[config.mk]
export PLATFORM = sky130hd
export DESIGN_NAME = round_ctrl
export DESIGN_NICKNAME = d
export VERILOG_FILES = /design/src/rtl/round_ctrl.sv
export SDC_FILE = /design/constraint.sdc
export NUM_CORES = 1
export LEC_CHECK = 0
export ABC_CLOCK_PERIOD_IN_PS = 2050
export CORE_MARGIN = 5
export CORE_UTILIZATION = 35
export DETAILED_ROUTE_END_ITERATION = 10
export HOLD_SLACK_MARGIN = 0.1
export PLACE_DENSITY = 0.64
export SLEW_MARGIN = 25
export SYNTH_ARGS = -nofsm -noshare
export SYNTH_HDL_FRONTEND = slang
export SYNTH_SLANG_ARGS = --single-unit
[constraint.sdc]
create_clock -name clk -period 2.05 [get_ports clk]
set_clock_uncertainty 0.2 [all_clocks]
set_input_delay 0.615 -clock clk [delete_from_list [all_inputs] [get_ports clk]]
set_output_delay 0.615 -clock clk [all_outputs]
set_load 0.05 [all_outputs]
[src/rtl/round_ctrl.sv]
// round_ctrl: iterative sequencer for a 64-bit block cipher.
// Each round passes the state through an external substitution/shuffle stage
// (sub_drv -> sub_ret) and then XORs in the round key. The state is whitened
// with WK = K0 ^ K1 on entry and again after the final round.
module round_ctrl #(
  parameter int ROUNDS = 16
) (
  input  logic         clk,
  input  logic         rst_n,
  input  logic         in_valid,
  output logic         in_ready,
  input  logic [63:0]  pt,
  input  logic [127:0] key,
  output logic [63:0]  sub_drv,
  input  logic [63:0]  sub_ret,
  output logic         out_valid,
  input  logic         out_ready,
  output logic [63:0]  ct,
  output logic         busy
);

  // state | meaning
  // IDLE  | waiting for a pt/key pair, in_ready high
  // RUN   | one round per clock edge, substitution stage in the loop
  // DONE  | ciphertext held on ct until out_ready

  typedef enum logic [1:0] {
    IDLE = 2'd0,
    RUN  = 2'd1,
    DONE = 2'd2
  } state_e;

  generate
    if (ROUNDS < 2 || ROUNDS > 63) begin : g_bad_rounds
      $error("round_ctrl: ROUNDS must lie within 2..63");
    end
  endgenerate

  localparam logic [5:0] LAST_RND = 6'(ROUNDS - 1);

  state_e        state_q, state_d;
  logic [63:0]   data_q,  data_d;
  logic [127:0]  key_q,   key_d;
  logic [5:0]    rnd_q,   rnd_d;

  logic [63:0]   k0, k1, wk, rk;

  // Key schedule from the latched key: even rounds use K0, odd rounds K1,
  // each tweaked by the round number so identical halves still differ.
  assign k0 = key_q[63:0];
  assign k1 = key_q[127:64];
  assign wk = k0 ^ k1;
  assign rk = (rnd_q[0] ? k1 : k0) ^ {58'b0, rnd_q};

  assign sub_drv   = data_q;
  assign ct        = data_q;
  assign in_ready  = (state_q == IDLE);
  assign out_valid = (state_q == DONE);
  assign busy      = (state_q != IDLE);

  // Next-state and datapath update; the fresh key is used directly at the
  // accept edge because key_q is not yet loaded.
  always_comb begin
    state_d = state_q;
    data_d  = data_q;
    key_d   = key_q;
    rnd_d   = rnd_q;
    case (state_q)
      IDLE: begin
        if (in_valid) begin
          key_d   = key;
          data_d  = pt ^ key[63:0] ^ key[127:64];
          rnd_d   = 6'd0;
          state_d = RUN;
        end
      end
      RUN: begin
        if (rnd_q == LAST_RND) begin
          data_d  = sub_ret ^ rk ^ wk;
          state_d = DONE;
        end else begin
          data_d = sub_ret ^ rk;
          rnd_d  = rnd_q + 6'd1;
        end
      end
      DONE: begin
        if (out_ready) begin
          state_d = IDLE;
        end
      end
      default: state_d = IDLE;
    endcase
  end

  // State, datapath and key registers; reset aborts any operation in flight.
  always_ff @(posedge clk or negedge rst_n) begin
    if (!rst_n) begin
      state_q <= IDLE;
      data_q  <= 64'h0;
      key_q   <= 128'h0;
      rnd_q   <= 6'd0;
    end else begin
      state_q <= state_d;
      data_q  <= data_d;
      key_q   <= key_d;
      rnd_q   <= rnd_d;
    end
  end

endmodule

==> flow_metrics.tcl, run 1 <==
set metrics [dict create \
    start_util 0.356 \
    rsz0062_at_grt "true" \
    antenna_found_initial 6 \
    finalCriticalPeriod_ns 2.13 \
    yosys.area_share.simple 0.176 \
    hold_viol 0 \
    end_kind "output pin" \
    cts_tree "done" \
    synth-compound-area-share 0.0645 \
    power_density_mw_per_mm2 1720 \
    hp-class "flop to flop" \
    seqPwrFrac 0.262 \
    syn-num-nets 1604 \
    crit_path_start_kind "flop" \
    seq_area_mm2 0.00501 \
    dieArea_mm2 0.0392 \
    switching_share 0.457 \
    critical_path_required_ns 1.23 \
    synth_edf_count 0 \
    clock_sinks 200 \
    status "finished, violations left" \
    max-vdd-ir-drop_mv 0.957 \
    synthAdderAreaFrac 0.00101 \
    drive_above_1_share 0.172 \
    cap_violations 0 \
    grt_pass1_wl_mm 59.5 \
    synth_xor_area_frac 0.230 \
    yosysSeqAreaShare 0.405 \
    clk_latency_ns 0.43 \
    vias_per_cell 4.78 \
    grt_use_total 0.190 \
    die_h_um 198 \
    gp_congestion 0.824 \
    core_mm2 0.0347 \
    violations "setup timing" \
    synth_area_per_cell_um2 9.21 \
    synth.cell_area_mm2 0.0124 \
    first_iter_violations 389 \
    synthCells 1343 \
    arrival_ns 1.31 \
    async_flop_share 1.00 \
    drc 0 \
    drt_pass1_iterations 4 \
    vias 10317 \
    dp_hpwl_mm 28.5 \
    first_global_vias 11025 \
    synth_top_family_by_area "XOR/XNOR gates" \
    clockBufferDepth 2 \
    wl_mm 38.4 \
    htreeDepth 4 \
    io_buffer_count 390 \
    cts_inserted_buffers 17 \
    overflow 0 \
    nets 1944 \
    n_fill_cell 3099 \
    most-common-layout-cells "nand2_1, xnor2_1, clkdlybuf4s50_1, dfrtp_1, buf_12" \
    timing.final.crit_share 1.04 \
    comb_power_share 0.633 \
    p_switching_mw 14.7 \
    synth-warning-count 0 \
    wire_per_inst_um 17.8 \
    worstSetupPathType "flop to output pin" \
    worstMarginPinSlew_ns 0.612 \
    clk_pin_slew_worst_paths_ns 0.08 \
    die_w_um 198 \
    synth_cell_type_count 34 \
    synth_seq_cells 200 \
    rows 68 \
    total_leakage_power_nw 7.82 \
    muxShareOfSynthArea 0.0518 \
    relSlewSlack 0.592 \
    area_delta_synth_final_pct 51.9 \
    report.final.slew_viol_count 0 \
    cp_max_fo 3 \
    grt_max_degree 49 \
    pin_count 391 \
    internal_power_mw 17.5 \
    final_common_cell "nand2_1" \
    multiInputGateArea_mm2 0.00653 \
    finalSetupTns_ns -0.173 \
    hold_slack_ns 0.318 \
    max_freq_ghz 0.470 \
    cts-root-buf "clkbuf_16" \
    final-setup-viol-count 3 \
    ant_nets 0 \
    utilization 0.541 \
    setup_slack_ns -0.0790 \
    synth_ff_type "dfrtp_1" \
    p_clk_frac 0.105 \
]
## flip-flops by register name (all words and copies together) (netlist names)
| signal | flops |
|---|---|
| state_q | 2 |
| rnd_q | 6 |
| ct | 64 |
| key_q | 128 |
## final timing paths
path | to | from | cells past startpoint | slack [ns]
hold reg to reg | key_q[8]$_DFFE_PN0P_ | key_q[8]$_DFFE_PN0P_ | 2 | 0.32
min in group asynchronous | key_q[62]$_DFFE_PN0P_ | rst_n | 2 | 0.48
hold / removal | key_q[8]$_DFFE_PN0P_ | key_q[8]$_DFFE_PN0P_ | 2 | 0.32
max in group asynchronous | key_q[92]$_DFFE_PN0P_ | rst_n | 3 | 0.58
setup / recovery | busy | state_q[0]$_DFFE_PN0P_ | 3 | -0.08
setup reg to reg | state_q[1]$_DFFE_PN0P_ | state_q[1]$_DFFE_PN0P_ | 6 | 0.08
## what timing repair did
action	in CTS	in global routing
endpoints found under the setup margin	3	16
hold buffers	1	0
gates resized for setup	7	5
hold endpoints to repair	28	0
gates cloned	0	1
buffers inserted	6	2
pin swaps	1	2
## worst max-delay path: stages (launching register included)
cell and delay, ns:
dfrtp_2 0.44, nor2_4 0.22, inv_2 0.07, buf_12 0.15
## synth_stat cells (7+ instances only)
cell	count	area [um2]
nand2_1	388	1460
o22ai_1	64	400
mux2i_1	64	641
xnor2_1	319	2790
nor2_1	7	26.3
a21oi_1	66	330
dfrtp_1	200	5000
buf_6	7	78.8
buf_4	74	556
nor3_2	49	490
buf_2	22	110
clkbuf_1	31	116
nor3_1	15	75.1
## per-layer routing
metal | wire (um) | track usage | share of wire | up-vias
met5 | 0 | 0 | 0 | -
met4 | 850 | 0.0610 | 0.022 | 0
met3 | 2210 | 0.0396 | 0.058 | 42
met2 | 19300 | 0.332 | 0.50 | 294
met1 | 16000 | 0.235 | 0.42 | 4982
li1 | - | - | - | 4999
## area by class of cell
cell class | count | area share
multi-input combinational | 1004 | 0.347
tap | 455 | 0.0303
clock buffer | 18 | 0.0228
inverter | 4 | 0.000932
timing repair buffer | 456 | 0.323
clock inverter | 14 | 0.00806
antenna | 6 | 0.000799
sequential | 200 | 0.267
## power groups by stage
stage	sequential (mW)	combinational, mW	clock (mW)
3_3_place_gp	8.44	20.1	0
6_report	8.45	20.4	3.39
2_1_floorplan	9.62	11.0	0
4_1_cts	8.46	20.5	3.50
3_5_place_dp	8.53	20.4	0
5_1_grt	8.74	21.7	3.64
## logic make-up after synthesis
kind of cell	after synthesis
buf+inv	139
compound gates	137
flops	200
mux	64
simple gates	477
fa+ha+maj	1
xor+xnor	325
## stage by stage
step,instance area (um2),total power [mW],cells,setup WS [ns]
global route,18800,34.1,2157,-0.137
finish,18800,32.3,2157,-0.0790
detailed placement,18100,28.9,2109,-0.213
global placement,18100,28.5,2109,-0.167
CTS,18700,32.5,2148,-0.168
floorplan,12400,20.6,1343,0.0424
Power figures use the tool's default switching activity.
==> run 2: changes to the inputs <==
--- a/config.mk
+++ b/config.mk
@@ -5,7 +5,7 @@
 export SDC_FILE = /design/constraint.sdc
 export NUM_CORES = 1
 export LEC_CHECK = 0
-export ABC_CLOCK_PERIOD_IN_PS = 2050
+export ABC_CLOCK_PERIOD_IN_PS = 2600
 export CORE_MARGIN = 5
 export CORE_UTILIZATION = 35
 export DETAILED_ROUTE_END_ITERATION = 10
@@ -15,3 +15,4 @@
 export SYNTH_ARGS = -nofsm -noshare
 export SYNTH_HDL_FRONTEND = slang
 export SYNTH_SLANG_ARGS = --single-unit
+export TNS_END_PERCENT = 20
==> constraint.sdc (replaced) <==
create_clock -name clk -period 2.6 [get_ports clk]
set_clock_uncertainty 0.2 [all_clocks]
set_input_delay 0.78 -clock clk [delete_from_list [all_inputs] [get_ports clk]]
set_output_delay 0.78 -clock clk [all_outputs]
set_load 0.05 [all_outputs]
==> run 2 against run 1 <==
Net effect: the run now ends clean; largest cell class unchanged; cell area shrank 10%; critical path depth shrank 1; non-clock buffer count shrank 40.
==> flow_metrics.tcl, run 2 (synthesized netlist as in run 1, its figures left out) <==
set metrics [dict create \
    rsz0062_at_grt "false" \
    cp_num_buf_inv 1 \
    clk_latency_ns 0.44 \
    clock_sinks 200 \
    core_mm2 0.0347 \
    cts_tree "done" \
    grt_pass1_wl_mm 58.6 \
    worstSetupPathType "flop to output pin" \
    area_delta_synth_final_pct 36.7 \
    wl_mm 36.7 \
    grt_max_degree 69 \
    report.final.slew_viol_count 0 \
    first_iter_violations 338 \
    drive_above_1_share 0.0791 \
    hp-class "flop to flop" \
    overflow 0 \
    critical_path.cell_chain "nor2b_1, buf_12" \
    final_common_cell "nand2_1" \
    htreeDepth 4 \
    drc 0 \
    rows 68 \
    most-common-layout-cells "nand2_1, xnor2_1, clkdlybuf4s50_1, dfrtp_1, dlygate4sd2_1" \
    nets 1904 \
    ant_nets 0 \
    cpLargestDelayFamily "flip-flops" \
    cp_slowest_cell "dfrtp_1" \
    io_buffer_count 390 \
    worstMarginPinSlew_ns 0.728 \
    final-setup-viol-count 0 \
    finalCriticalPeriod_ns 2.44 \
    vias 10077 \
    finalPower_mw 21.7 \
    relSlewSlack 0.515 \
    dp_hpwl_mm 26.5 \
    clk_pin_slew_worst_paths_ns 0.08 \
    regMostFlops "key_q" \
    start_util 0.356 \
    pin_count 391 \
    drt_pass1_iterations 4 \
    max_stage_delay_ns 0.50 \
    max_freq_ghz 0.410 \
    cts-root-buf "clkbuf_16" \
    grt_use_total 0.187 \
    die_h_um 198 \
    wire_per_inst_um 17.3 \
    critical_path_required_ns 1.62 \
    crit_path_start_kind "flop" \
    vias_per_cell 4.77 \
    fin_cells 2113 \
    largest_register_ffs 128 \
    finalSetupTns_ns 0 \
    cap_violations 0 \
    clockBufferDepth 2 \
    die_w_um 198 \
    cts_inserted_buffers 17 \
    first_global_vias 10654 \
    antenna_found_initial 1 \
    place_inst 2078 \
    max-vdd-ir-drop_mv 0.783 \
    timing.final.crit_share 0.937 \
    power_density_mw_per_mm2 1280 \
    gp_congestion 0.790 \
    status "completed" \
    cp_max_fo 5 \
    hold_viol 0 \
    end_kind "output pin" \
    n_fill_cell 3353 \
    dieArea_mm2 0.0392 \
    arrival_ns 1.46 \
    total_leakage_power_nw 6.98 \
]
==> run 2: cell types whose count changed in the layout (fill, tap and decap cells not counted), sizes merged <==
| cell | change |
|---|---|
| buf | -156 |
| bufinv | +3 |
| clkbuf | -2 |
| clkinv | -1 |
| clkinvlp | +4 |
| diode | -4 |
| dlygate4sd2 | +117 |
| inv | -5 |
==> run 2: repair_timing <==
action,in CTS,in global routing
gates resized for setup,117,0
setup buffers,0,0
setup endpoints to repair,117,0
hold buffers,1,0
endpoints found under the hold margin,2,0
==> run 2: per-stage QoR <==
step                      area, um2  worst slack, ns   util  hold WS [ns]
after floorplan               12400          0.00766      -         0.280
after global placement        16400            0.169  0.473         0.300
after detailed placement      16400            0.144  0.473         0.306
after CTS                     16900            0.112  0.487         0.325
after global routing          16900           0.0778  0.487         0.351
final                         16900            0.163  0.487         0.320
==> run 2: worst register-to-register path, cell delays in order (launching register included) <==
cell and delay [ns]:
dfrtp_1 0.50, ha_1 0.27, clkinv_2 0.07, buf_4 0.58
o21ai_0 0.34, nand3_1 0.15, o21ai_0 0.08
==> run 2: final timing paths <==
check | start | cells past startpoint | slack (ns) | to
worst min register to register | key_q[60]$_DFFE_PN0P_ | 2 | 0.32 | key_q[60]$_DFFE_PN0P_
worst max-delay path | state_q[1]$_DFFE_PN0P_ | 2 | 0.16 | out_valid
min in group asynchronous | rst_n | 2 | 0.67 | ct[1]$_DFFE_PN0P_
max in group asynchronous | rst_n | 3 | 0.80 | rnd_q[0]$_DFFE_PN0P_
worst min-delay path | key_q[60]$_DFFE_PN0P_ | 2 | 0.32 | key_q[60]$_DFFE_PN0P_
worst max register to register | rnd_q[1]$_DFFE_PN0P_ | 6 | 0.27 | rnd_q[0]$_DFFE_PN0P_
==> run 2: report_power, final <==
part | switching [mW] | internal [mW] | total (mW)
registers | 1.37 | 4.65 | 6.03
logic | 8.09 | 4.76 | 12.8
clock network | 1.31 | 1.54 | 2.85
==> run 2: cell type report <==
| class | instances | area (um2) | area share |
|---|---|---|---|
| clock inverters | 15 | 191 | 0.0113 |
| diodes | 2 | 5.00 | 0.000296 |
| well taps | 455 | 569 | 0.0337 |
| repair buffers | 416 | 4170 | 0.247 |
| inverters | 4 | 16.3 | 0.000962 |
| clock buffers | 17 | 425 | 0.0252 |
| flip-flops and latches | 200 | 5010 | 0.296 |
| multi-input cells | 1004 | 6510 | 0.385 |
==> run 2: metal layers <==
layer,up-vias,part of all wire,track usage
li1,4908,-,-
met1,4878,0.43,0.240
met2,263,0.49,0.319
met3,28,0.063,0.0454
met4,0,0.015,0.0431
met5,-,0,0
==> run 3: changes to the inputs <==
--- a/config.mk
+++ b/config.mk
@@ -5,12 +5,12 @@
 export SDC_FILE = /design/constraint.sdc
 export NUM_CORES = 1
 export LEC_CHECK = 0
-export ABC_CLOCK_PERIOD_IN_PS = 2600
+export ABC_CLOCK_PERIOD_IN_PS = 2190
 export CORE_MARGIN = 5
 export CORE_UTILIZATION = 35
 export DETAILED_ROUTE_END_ITERATION = 10
 export HOLD_SLACK_MARGIN = 0.1
-export PLACE_DENSITY = 0.64
+export PLACE_DENSITY = 0.67
 export SLEW_MARGIN = 25
 export SYNTH_ARGS = -nofsm -noshare
 export SYNTH_HDL_FRONTEND = slang
==> constraint.sdc (replaced) <==
create_clock -name clk -period 2.19 [get_ports clk]
set_clock_uncertainty 0.2 [all_clocks]
set_input_delay 0.657 -clock clk [delete_from_list [all_inputs] [get_ports clk]]
set_output_delay 0.657 -clock clk [all_outputs]
set_load 0.05 [all_outputs]
==> run 3 against run 2 <==
Net effect: largest cell class unchanged; final cell count is 1.0% higher; register-to-register slack better by 0.06 ns; critical path depth is 1 higher; sequential power is 21% higher; the run now ends with setup timing left; count of clock-buffer cells in the layout is 2 higher.
==> flow_metrics.tcl, run 3 (synthesized netlist as in run 1, its figures left out) <==
set metrics [dict create \
    status "finished, violations left" \
    violations "setup timing" \
    drt_pass1_iterations 4 \
    hold_slack_ns 0.318 \
    end_kind "output pin" \
    die_w_um 198 \
    relSlewSlack 0.736 \
    multiInputGateArea_mm2 0.00653 \
    n_fill_cell 3277 \
    vias_per_cell 4.78 \
    cap_violations 0 \
    clk_latency_ns 0.44 \
    utilization 0.494 \
    final_common_cell "nand2_1" \
    timing.final.crit_share 1.00 \
    io_buffer_count 390 \
    cts_inserted_buffers 17 \
    report.final.slew_viol_count 0 \
    grt_pass1_wl_mm 58.0 \
    worstMarginPinSlew_ns 0.397 \
    nets 1925 \
    finalSetupTns_ns -0.0107 \
    total_leakage_power_nw 7.15 \
    wl_mm 36.9 \
    htreeDepth 4 \
    placed_area_mm2 0.0165 \
    hold_viol 0 \
    vias 10196 \
    dp_hpwl_mm 27.3 \
    grt_use_total 0.186 \
    setup_slack_ns -0.0107 \
    arrival_ns 1.34 \
    cts_tree "done" \
    critical_path_required_ns 1.33 \
    clock_sinks 200 \
    most-common-layout-cells "nand2_1, xnor2_1, clkdlybuf4s50_1, dfrtp_1, buf_4" \
    use_met1 0.229 \
    met3_usage 0.0408 \
    rsz0062_at_grt "true" \
    regMostFlops "key_q" \
    area_delta_synth_final_pct 38.5 \
    pin_count 391 \
    dp_slack_ns -0.110 \
    power_density_mw_per_mm2 1560 \
    worstSetupPathType "flop to output pin" \
    fin_cells 2135 \
    core_mm2 0.0347 \
    drive_above_1_share 0.162 \
    cts-root-buf "clkbuf_16" \
    seq_area_mm2 0.00501 \
    first_iter_violations 345 \
    start_util 0.356 \
    max_freq_ghz 0.454 \
    crit_path_start_kind "flop" \
    cp_max_fo 3 \
    overflow 0 \
    first_global_vias 10783 \
    finalPower_mw 26.7 \
    max-vdd-ir-drop_mv 1.08 \
    wire_per_inst_um 17.3 \
    clk_pin_slew_worst_paths_ns 0.08 \
    grt-busiest-layer "met2" \
    place_inst 2095 \
    hp-class "flop to flop" \
    finalCriticalPeriod_ns 2.20 \
    die_h_um 198 \
    clockBufferDepth 2 \
    ant_nets 0 \
    final-setup-viol-count 1 \
    rows 68 \
    largest_register_ffs 128 \
    antenna_found_initial 6 \
    final_cell_area_mm2 0.0171 \
    gr-usage-met2 0.330 \
    dieArea_mm2 0.0392 \
    drc 0 \
    gp_congestion 0.804 \
    grt_max_degree 51 \
]
run 3: cell count changes in the layout (fill, tap and decap cells not counted), sizes merged, moves of 2 or more:
cell         previous run  this run
buf                    39       177
bufinv                  3         0
clkbuf                 18        20
clkinvlp                4         1
dlygate4sd2           117         0
inv                     8        13
run 3: timing repair:
action / 4_1_cts / 5_1_grt
endpoints found under the setup margin: 3 / 3
hold buffers: 1 / 0
resized for setup: 7 / 0
buffers inserted: 4 / 0
pin swaps: 1 / 0
endpoints found under the hold margin: 31 / 0
run 3: area by class of cell:
type,count,share of cell area
tap,455,0.0332
clock buffer,19,0.0264
timing repair buffer,437,0.258
antenna,3,0.000438
sequential,200,0.292
inverter,4,0.000949
clock inverter,13,0.00745
multi-input combinational,1004,0.381
run 3: power by group:
part	internal [mW]	switching, mW	leakage [nW]	total, mW
logic	6.49	9.68	4.44	16.2
clock network	1.59	1.64	0.287	3.22
registers	5.52	1.76	2.42	7.29
run 3: routing by layer:
metal | share of wire | vias up
met5 | 0.00092 | -
met4 | 0.012 | 6
met3 | 0.062 | 32
met2 | 0.51 | 289
met1 | 0.41 | 4935
li1 | - | 4934
run 3: path summary, 6_finish.rpt:
check,from,end,slack (ns),depth (start not counted)
min reg2reg,key_q[40]$_DFFE_PN0P_,key_q[40]$_DFFE_PN0P_,0.32,2
min in group asynchronous,rst_n,key_q[122]$_DFFE_PN0P_,0.51,2
max in group asynchronous,rst_n,key_q[25]$_DFFE_PN0P_,0.69,3
max reg2reg,rnd_q[0]$_DFFE_PN0P_,ct[48]$_DFFE_PN0P_,0.33,6
max,state_q[1]$_DFFE_PN0P_,in_ready,-0.01,3
min,key_q[40]$_DFFE_PN0P_,key_q[40]$_DFFE_PN0P_,0.32,2
run 3: critical path, cell delays in order (launching register included):
cell	delay (ns)
dfrtp_2	0.43
nor2_4	0.22
buf_6	0.14
buf_12	0.12
